File: config.mk
export PLATFORM = sky130hd
export DESIGN_NAME = piso_tx_flat
export DESIGN_NICKNAME = d
export VERILOG_FILES = /design/src/rtl/piso_tx_if.sv /design/src/rtl/piso_tx.sv /design/src/flat_wrapper.sv
export SDC_FILE = /design/constraint.sdc
export NUM_CORES = 1
export LEC_CHECK = 0
export CORE_UTILIZATION = 45
export DETAILED_ROUTE_END_ITERATION = 10
export HOLD_SLACK_MARGIN = 0.08
export PLACE_DENSITY = 0.71
export SETUP_SLACK_MARGIN = 0.15
export SLEW_MARGIN = 40
export SYNTH_ARGS = -nofsm -noshare
export SYNTH_HDL_FRONTEND = slang
export SYNTH_SLANG_ARGS = --single-unit
File: constraint.sdc
create_clock -name clk -period 3.4 [get_ports clk]
set_input_delay 0.85 -clock clk [delete_from_list [all_inputs] [get_ports clk]]
set_output_delay 0.85 -clock clk [all_outputs]
set_load 0.005 [all_outputs]
File: src/rtl/piso_tx_if.sv
// piso_tx_if: parallel word valid/ready handshake into the serializer
interface piso_tx_if #(parameter int WIDTH = 4) ();
  logic [WIDTH-1:0] din;
  logic din_valid;
  logic din_ready;
  modport master (output din, din_valid, input din_ready);
  modport slave (input din, din_valid, output din_ready);
endinterface

File: src/rtl/piso_tx.sv
// piso_tx: double-buffered parallel-in serial-out transmitter with frame marker
module piso_tx #(
  parameter int WIDTH = 4,
  parameter bit MSB_FIRST = 1'b1,
  parameter int GAP = 0
) (
  input  logic clk,
  input  logic rst,
  piso_tx_if.slave bus,
  output logic so,
  output logic so_valid,
  output logic frame_start,
  output logic busy
);
  localparam int CW = $clog2(WIDTH);
  localparam logic [CW-1:0] LAST = CW'(WIDTH - 1);
  localparam logic [3:0] GAP_LOAD = 4'(GAP > 0 ? GAP - 1 : 0);
  typedef enum logic [1:0] {S_IDLE, S_SHIFT, S_GAP} state_t;
  state_t state, state_d;
  logic [WIDTH-1:0] buf_data, shreg, shifted;
  logic buf_full, accept, load, last;
  logic [CW-1:0] bit_cnt;
  logic [3:0] gap_cnt;
  assign accept = bus.din_valid && !buf_full;
  assign last = bit_cnt == LAST;
  assign shifted = MSB_FIRST ? {shreg[WIDTH-2:0], 1'b0} : {1'b0, shreg[WIDTH-1:1]};
  assign so_valid = state == S_SHIFT;
  assign so = so_valid && (MSB_FIRST ? shreg[WIDTH-1] : shreg[0]);
  assign frame_start = so_valid && bit_cnt == '0;
  assign busy = state != S_IDLE || buf_full;
  assign bus.din_ready = !buf_full;
  // next state and load decision; a load only ever happens with a full buffer
  always_comb begin
    state_d = state;
    load = 1'b0;
    case (state)
      S_IDLE: begin
        load = buf_full;
        state_d = buf_full ? S_SHIFT : S_IDLE;
      end
      S_SHIFT: if (last) begin
        load = GAP == 0 && buf_full;
        state_d = GAP != 0 ? S_GAP : buf_full ? S_SHIFT : S_IDLE;
      end
      S_GAP: if (gap_cnt == '0) begin
        load = buf_full;
        state_d = buf_full ? S_SHIFT : S_IDLE;
      end
      default: state_d = S_IDLE;
    endcase
  end
  // state register
  always_ff @(posedge clk or negedge rst) begin
    if (!rst) state <= S_IDLE;
    else state <= state_d;
  end
  // buffer, shifter and counters; bit_cnt clears on the last bit so odd widths wrap
  always_ff @(posedge clk or negedge rst) begin
    if (!rst) begin
      buf_data <= '0;
      buf_full <= 1'b0;
      shreg <= '0;
      bit_cnt <= '0;
      gap_cnt <= '0;
    end else begin
      buf_data <= accept ? bus.din : buf_data;
      buf_full <= load ? 1'b0 : accept ? 1'b1 : buf_full;
      shreg <= load ? buf_data : so_valid ? shifted : shreg;
      bit_cnt <= (load || (so_valid && last)) ? '0 : so_valid ? bit_cnt + 1'b1 : bit_cnt;
      gap_cnt <= (so_valid && last && GAP != 0) ? GAP_LOAD :
                 (state == S_GAP && gap_cnt != '0) ? gap_cnt - 1'b1 : gap_cnt;
    end
  end
endmodule

File: src/flat_wrapper.sv
// flat-port wrapper written by rule: the top's interface ports become plain ports
module piso_tx_flat 
#(
  parameter int WIDTH = 4,
  parameter bit MSB_FIRST = 1'b1,
  parameter int GAP = 0
)
  (clk, rst, so, so_valid, frame_start, busy, bus_din, bus_din_valid, bus_din_ready);
  piso_tx_if #(.WIDTH(WIDTH)) bus_i ();
  input  logic clk;
  input  logic rst;
  output logic so;
  output logic so_valid;
  output logic frame_start;
  output logic busy;
  input wire logic [$bits(bus_i.din)-1:0] bus_din;
  input wire logic [$bits(bus_i.din_valid)-1:0] bus_din_valid;
  output wire logic [$bits(bus_i.din_ready)-1:0] bus_din_ready;
  assign bus_i.din = bus_din;
  assign bus_i.din_valid = bus_din_valid;
  assign bus_din_ready = bus_i.din_ready;
  piso_tx #(.WIDTH(WIDTH), .MSB_FIRST(MSB_FIRST), .GAP(GAP)) u_core (.clk(clk), .rst(rst), .bus(bus_i), .so(so), .so_valid(so_valid), .frame_start(frame_start), .busy(busy));
endmodule
# == After elaboration in Yosys (flattened, before gate mapping) ==
# Cells that the tools add are included.
# op_classes
add_sub_neg,2
n_eq_ne,5
muxes,13
n_reduce_logical,17
# ops
op,count
two-way mux 2 bit,4
two-way mux 4 bit,2
nonzero test 2 bit,4
case mux 2 bit (3 select lines),1
logical AND 1 bit,5
two-way mux 1 bit,5
equality test 2 bit (second input constant),2
logical NOT 2 bit,2
logical NOT 4 bit,1
nonzero test 4 bit,1
subtractor 4 x 1 -> 4 bit (second input constant),1
case mux 1 bit (3 select lines),1
adder 2 x 1 -> 2 bit (second input constant),1
equality test 2 x 1 -> 1 bit (second input constant),1
logical OR 1 bit,2
inequality test 2 x 1 -> 1 bit (second input constant),1
inequality test 2 bit (second input constant),1
AND reduction 2 bit,1
logical NOT 1 bit,1
# word_totals
register_bits,17
inputBits,7
out_inout_bits,5
wordCells,43

# == Depth between registers and ports, before layout ==
# Gate-level depths: netlist (run 1).
# logic_depth
ltp_word,5
ltp_mapped,4
mapped_depth_nobuf,4

# == Least setup slack after synthesis (run 1) ==
# No wires, ideal clock.
# synth_path
kind,register to output
start,reg u_core.state[0]
end,out frame_start
arrival_time_ns,0.812
slack_ns,1.738
stages_incl_launch_ff,3
n_path_buf,1
cell_sequence,dfrtp_1 > clkbuf_1 > and2_1
# synth_between
elab_chain_len,2
# synth_rtl
element,line,source
from (decl),piso_tx.sv:19,"state_t state, state_d;"
from (signal assigned),piso_tx.sv:55,else state <= state_d;
equality test 2 x 1 -> 1 bit,piso_tx.sv:27,assign so_valid = state == S_SHIFT;
logical AND 1 bit,piso_tx.sv:29,assign frame_start = so_valid && bit_cnt == '0;
to (decl),flat_wrapper.sv:14,output logic frame_start;
# No other way between the ends.

# == Worst setup path after layout (run 1) ==
# layout_path
start,reg u_core.buf_full
end,out busy
# layout_between
elab_chain_len,1
# layout_rtl
element,line,source
from (decl),piso_tx.sv:21,"logic buf_full, accept, load, last;"
from (signal assigned),piso_tx.sv:67,buf_full <= load ? 1'b0 : accept ? 1'b1 : buf_full;
logical OR 1 bit,piso_tx.sv:30,assign busy = state != S_IDLE || buf_full;
to (decl),flat_wrapper.sv:15,output logic busy;
# No other way between the ends.

==> metrics, run 1 <==
Filler Cells Inserted 100; net count of the mapped netlist 62; leading cell type in the layout, fill and taps excluded dfrtp_1; aggregate global-route resource usage 18.51%; leading cell types by total area after synthesis dfrtp_1 51%, mux2_1 7.6%, ha_1 6.3%; CTS tree done; die extent in x 38.31 µm; Core ar. 1171 µm²; sequential share of the synthesized area 50.63%; maximum vdd ir drop 0.4512 mV; post-synthesis to final-layout area growth 22.78%; worst hold-check path type reg2reg; capturing element type of the critical path primary output; worst clock skew on the final layout 0.006654 ns; total half-perimeter wirelength after legalization and detailed placement 730.8 µm; post-synth cell types 22; number of buffer and inverter stages on the critical path 1; logic depth of the worst path, buffers included 2; overall routed net length 967 µm; final worst-path cycle share 73.05%; final period demand of the worst path 2.484 ns; CP top delay family flip-flops; first element of the critical path u_core.buf_full$_DFFE_PN0P_; final global-route overflow total 0; met1 Usage GRT 21.13%; nets@finish 76; count of antenna-violating nets left after detailed routing 0; total of max-cap violations 0; LEAKAGE 0.3243 nW; Vias 412; fraction of final layout cells with drive strength greater than 1 12.50%; clock-pin transition on the worst setup and hold timing paths 0.07 ns; GRT met2 Usage 30.51%; count of cells resized by post-cts repair 0; register-to-register setup slack 2.07 ns; Max Buffers Root-to-Sink 2; full die area 1467 µm²; RSZ-0062 raised after global routing no; vias in the first global route 396; worst endpoint required time 2.55 ns; FP Rows 12; element type at the critical path start flop; count of pins on the block boundary 12; maximum fanout encountered on the critical timing path 16; final hold violations 0; busiest layer in global routing met2; count of port buffers added during placement 11; Gate Count Post-Synth 52; total power 0.6673 mW; Sum Neg Setup Slack 0 ns; final weighted congestion of routability-driven global placement 0.7630; final cell count without fillers 78; Worst Tran Pin Value 0.5407 ns; DRT iter0 DRCs 5; worst slew slack as a fraction of its limit 63.95%; kind of critical path reg2out; longest individual stage delay on the worst path 0.69 ns; number of search-and-repair iterations in the first detailed-routing pass 2; remaining routing DRC violations 0; power density normalized to cell area 916.4 nW/µm²; routed vias/inst 5.282; outcome completed; flops & latches, synth 12; quantity of hold-fixing buffers added after cts 0; global-route wire length before repair 1704 µm; number of buffers inserted to repair setup after CTS 0; count of final setup violators 0; highest-count cells in the layout ignoring fill and taps 12 x dfrtp_1, 11 x clkdlybuf4s50_1, 4 x inv_1, 4 x o22ai_1, 4 x mux2_1; crit path capture busy; R2R Path Start u_core.buf_full$_DFFE_PN0P_; number of buffers added by the clock tree synthesis step 3; achievable clock frequency 402.6 MHz; mean instance size in the synthesized netlist 11.41 µm²; slowest cell on the critical path dfrtp_1; Inserted Diodes 0; worst endpoint data arrival time 1.63 ns; post-synth design cell area 593.1 µm²; cell-by-cell listing of the critical path or2_1 > clkdlybuf4s50_1; Initial Util 50.64%; root buf cell clkbuf_4; number of warnings printed during yosys synthesis 0; maximum number of pins on one net before global-route repair 17; vertical die dimension 38.31 µm; clock insertion delay at the later pin of the skew report 0.26 ns; clock sink count 12; met3 usage 8.721%; WL per Instance 12.40 µm; Clock H-tree levels 1; Yosys top cell area share 50.63%; Worst R2R End u_core.buf_data[3]$_DFFE_PN0P_; number of cells traversed by the worst register-to-register path 2; initial antenna violation count 0; final count of pins violating max slew 0; placed cell count 75; most area-hungry cell type in the Yosys netlist dfrtp_1
## where the power goes
group          switching (mW)  internal (mW)  total, mW
clock network          0.0391         0.0408     0.0799
registers              0.0875          0.214      0.302
logic                   0.115          0.171      0.285
## final cells by class
cell class / instances / area (µm²) / share of cell area (%)
Clock buffer: 3 / 22.52 / 3.093
Tap cell: 14 / 17.52 / 2.405
Timing Repair Buffer: 11 / 110.1 / 15.12
Sequential cell: 12 / 300.3 / 41.24
Inverter: 4 / 15.01 / 2.062
Multi-Input combinational cell: 34 / 262.8 / 36.08
## flip-flops by register name, summed over array words and instances (netlist names)
name             cells
u_core.bit_cnt       2
u_core.buf_full      1
u_core.buf_data      4
u_core.shreg         4
u_core.state         1
## cells in the mapped netlist (all sizes together)
| library cell | n |
|---|---|
| a211oi | 3 |
| a21bo | 1 |
| a21o | 1 |
| a31o | 1 |
| and2 | 2 |
| buf | 1 |
| clkbuf | 1 |
| dfrtp | 12 |
| ha | 3 |
| inv | 4 |
| mux2 | 4 |
| mux2i | 1 |
| nand2 | 3 |
| nand3 | 1 |
| nor2 | 3 |
| nor2b | 4 |
| o21ai | 1 |
| o22ai | 4 |
| o32ai | 1 |
| or2 | 1 |
## stage by stage
step	setup WS [ns]	util (%)	cell area, µm²	hold slack [ns]
final	0.9164	62.18	728.2	0.5169
after global routing	0.8323	62.18	728.2	0.5558
after CTS	0.9069	62.18	728.2	0.5189
after detailed placement	1.204	60.26	705.7	0.5023
after global placement	1.221	60.26	705.7	0.5003
after floorplan	1.738	-	593.1	0.4780
## cells by family (layout without fill, tap and decap cells)
family | count (synthesis) | in the layout | synth area share (%)
muxes | 5 | 5 | 9.282
adders and majority gates | 3 | 3 | 6.330
and+or+nand+nor | 14 | 14 | 13.71
DFF | 12 | 12 | 50.63
AOI/OAI and AO/OA | 12 | 12 | 14.98
buffers and inverters | 6 | 18 | 5.062
## routing by layer
metal  wire (µm)  share of wire [%]
met5           0                  0
met4           0                  0
met3          43                4.4
met2         487                 50
met1         436                 45
## worst reg2reg max path, delay by kind of cell (launching register included)
family,cells,cell delay [ns]
and+or+nand+nor,1,0.28
muxes,1,0.36
DFF,1,0.58
## worst min-delay path by stage
stage | start | end | slack, ns | cells past startpoint
after floorplan | u_core.shreg[1]$_DFFE_PN0P_ | u_core.shreg[2]$_DFFE_PN0P_ | 0.48 | 2
after global placement | u_core.buf_data[0]$_DFFE_PN0P_ | u_core.buf_data[0]$_DFFE_PN0P_ | 0.50 | 1
after detailed placement | u_core.buf_data[0]$_DFFE_PN0P_ | u_core.buf_data[0]$_DFFE_PN0P_ | 0.50 | 1
after CTS | u_core.buf_data[0]$_DFFE_PN0P_ | u_core.buf_data[0]$_DFFE_PN0P_ | 0.52 | 1
after global routing | u_core.buf_data[2]$_DFFE_PN0P_ | u_core.buf_data[2]$_DFFE_PN0P_ | 0.56 | 1
final | u_core.shreg[2]$_DFFE_PN0P_ | u_core.shreg[3]$_DFFE_PN0P_ | 0.52 | 2
(Power assumes the default switching activity.)
==> inputs of run 2 (changes only) <==
Clock period 3.4 ns to 2.3 ns, I/O delays scaled along.
==> run 2 against run 1 <==
Against the previous run: clock power up 110%; register-to-register slack worse by 0.99 ns; clock skew down 0.00063 ns; sequential share of layout area down 1.6 points; largest cell class unchanged; critical path type unchanged; final area up 4.0%; core utilization up 2.5 points; combinational power up 67%; first-iteration DRC count down 80%.
==> metrics, run 2 (synthesis gave the netlist of run 1 again) <==
outcome completed; worst hold-check path type reg2reg; DRT iter0 DRCs 1 (-4); routed length on met3 35 µm (-19%); final period demand of the worst path 2.073 ns; final count of pins violating max slew 0 (unchanged); WL per Instance 11.68 µm (-5.8%); fraction of final layout cells with drive strength greater than 1 16.42% (+3.9 points); worst clock skew on the final layout 0.006027 ns (-0.0006277 ns); achievable clock frequency 482.4 MHz; sequential cell area in the final layout 300.3 µm² (unchanged); worst endpoint required time 1.73 ns (-0.82 ns); clock-pin transition on the worst setup and hold timing paths 0.08 ns (about the same); count of cells resized by post-cts repair 0 (unchanged); routed vias/inst 5.074 (-3.9%); maximum fanout encountered on the critical timing path 3 (-13); overall routed net length 946 µm (-2.2%); count of antenna-violating nets left after detailed routing 0 (unchanged); count of port buffers added during placement 11 (unchanged); Inserted Diodes 0 (unchanged); final hold violations 0 (unchanged); worst setup slack before clock tree synthesis 0.5127 ns (-0.6910 ns); total half-perimeter wirelength after legalization and detailed placement 708.6 µm (-3.0%); total of max-cap violations 0 (unchanged); worst endpoint data arrival time 1.50 ns (-0.13 ns); total power 1.048 mW (+57%); utilization after layout 64.64% (+2.5 points); final critical-path setup slack 0.2270 ns (-0.6894 ns); number of buffers added by the clock tree synthesis step 3 (unchanged); Filler Cells Inserted 101 (+1.0%); power density normalized to cell area 1384 nW/µm² (+51%); Core ar. 1171 µm² (unchanged); leading cell type in the layout, fill and taps excluded dfrtp_1; final worst-path cycle share 90.13%; die extent in x 38.31 µm (unchanged); LEAKAGE 0.3405 nW (+5.0%); Initial Util 50.64% (unchanged); number of buffers inserted to repair setup after CTS 0 (unchanged); kind of critical path reg2out; CTS tree done; nets@finish 78 (+2.6%); vias in the first global route 379 (-4.3%); capturing element type of the critical path primary output; maximum number of pins on one net before global-route repair 13 (-4); element type at the critical path start flop; count of pins on the block boundary 12 (unchanged); biggest registers after layout u_core.buf_data (4), u_core.shreg (4), u_core.bit_cnt (2); count of final setup violators 0 (unchanged); highest-count cells in the layout ignoring fill and taps 12 x dfrtp_1, 11 x clkdlybuf4s50_1, 4 x inv_1, 4 x o22ai_1, 4 x mux2_1; full die area 1467 µm² (unchanged); remaining routing DRC violations 0 (unchanged); final weighted congestion of routability-driven global placement 0.6478 (-15%); quantity of hold-fixing buffers added after cts 0 (unchanged); met1 WL 452 µm (+3.7%); post-synthesis to final-layout area growth 27.64%; Max Buffers Root-to-Sink 2 (unchanged); vertical die dimension 38.31 µm (unchanged); clock insertion delay at the later pin of the skew report 0.27 ns (about the same); Vias 411 (-0.24%); highest metal layer with signal wires met4; Clock H-tree levels 1 (unchanged); FP Rows 12 (unchanged); RSZ-0062 raised after global routing no; clock sink count 12 (unchanged); root buf cell clkbuf_4; aggregate global-route resource usage 17.92% (-0.59 points); met2 WL post-DR 437 µm (-10%); Sum Neg Setup Slack 0 ns (unchanged); number of search-and-repair iterations in the first detailed-routing pass 2 (unchanged); worst slew slack as a fraction of its limit 64.78% (+0.83 points); global-route wire length before repair 1718 µm (+0.82%); Worst Tran Pin Value 0.5267 ns (-0.01405 ns); final global-route overflow total 0 (unchanged); initial antenna violation count 0 (unchanged); area taken by multi-input logic gates 262.8 µm² (unchanged); maximum vdd ir drop 0.7550 mV (+67%)
run 2: cell count changes in the layout (fill, tap and decap cells not counted):
cell / delta
buf_4: +2
clkbuf_8: +1
run 2: final timing paths:
kind                                                     start                              to  slack [ns]  depth (start not counted)
worst max-delay path             u_core.bit_cnt[0]$_DFFE_PN0P_                     frame_start        0.23                          4
worst max register to register   u_core.bit_cnt[0]$_DFFE_PN0P_     u_core.shreg[2]$_DFFE_PN0P_        1.08                          4
min in group asynchronous                                  rst  u_core.buf_data[3]$_DFFE_PN0P_        0.64                          1
worst min register to register  u_core.buf_data[3]$_DFFE_PN0P_  u_core.buf_data[3]$_DFFE_PN0P_        0.52                          1
max in group asynchronous                                  rst   u_core.bit_cnt[0]$_DFFE_PN0P_        1.30                          1
worst min-delay path            u_core.buf_data[3]$_DFFE_PN0P_  u_core.buf_data[3]$_DFFE_PN0P_        0.52                          1
run 2: worst max-delay path: stages, from the launching register on:
cell	delay, ns
dfrtp_1	0.40
inv_1	0.10
ha_1	0.14
and2_1	0.11
clkdlybuf4s50_1	0.49
run 2: power by group:
group	switching (mW)	leakage [nW]	internal [mW]
combinational	0.206	0.176	0.271
sequential	0.0872	0.143	0.318
clock	0.0701	0.0210	0.0963
run 2: metrics by stage:
step	cell area (µm²)	instances	hold WS, ns
2_1_floorplan	593.1	52	0.2794
3_3_place_gp	720.7	77	0.4989
3_5_place_dp	720.7	77	0.5044
4_1_cts	757.0	81	0.5240
5_1_grt	757.0	81	0.5336
6_report	757.0	81	0.5206
run 2: metal layers:
| metal | up-vias | track usage, % |
|---|---|---|
| li1 | 216 | - |
| met1 | 180 | 27.13 |
| met2 | 13 | 25.85 |
| met3 | 2 | 1.744 |
| met4 | 0 | 8.036 |
| met5 | - | 0 |
run 2: final cells by class:
class                      instances  area share [%]
multi-input combinational         34           34.71
tap                               14           2.314
inverter                           4           1.983
clock buffer                       4           4.793
sequential                        12           39.67
timing repair buffer              13           16.53
==> inputs of run 3 (changes only) <==
Settings changed: ABC_CLOCK_PERIOD_IN_PS set to 2300, HOLD_SLACK_MARGIN 0.08 to not set.
==> results of run 3 <==
Final layout, timing and power as in run 2 (identical DEF).
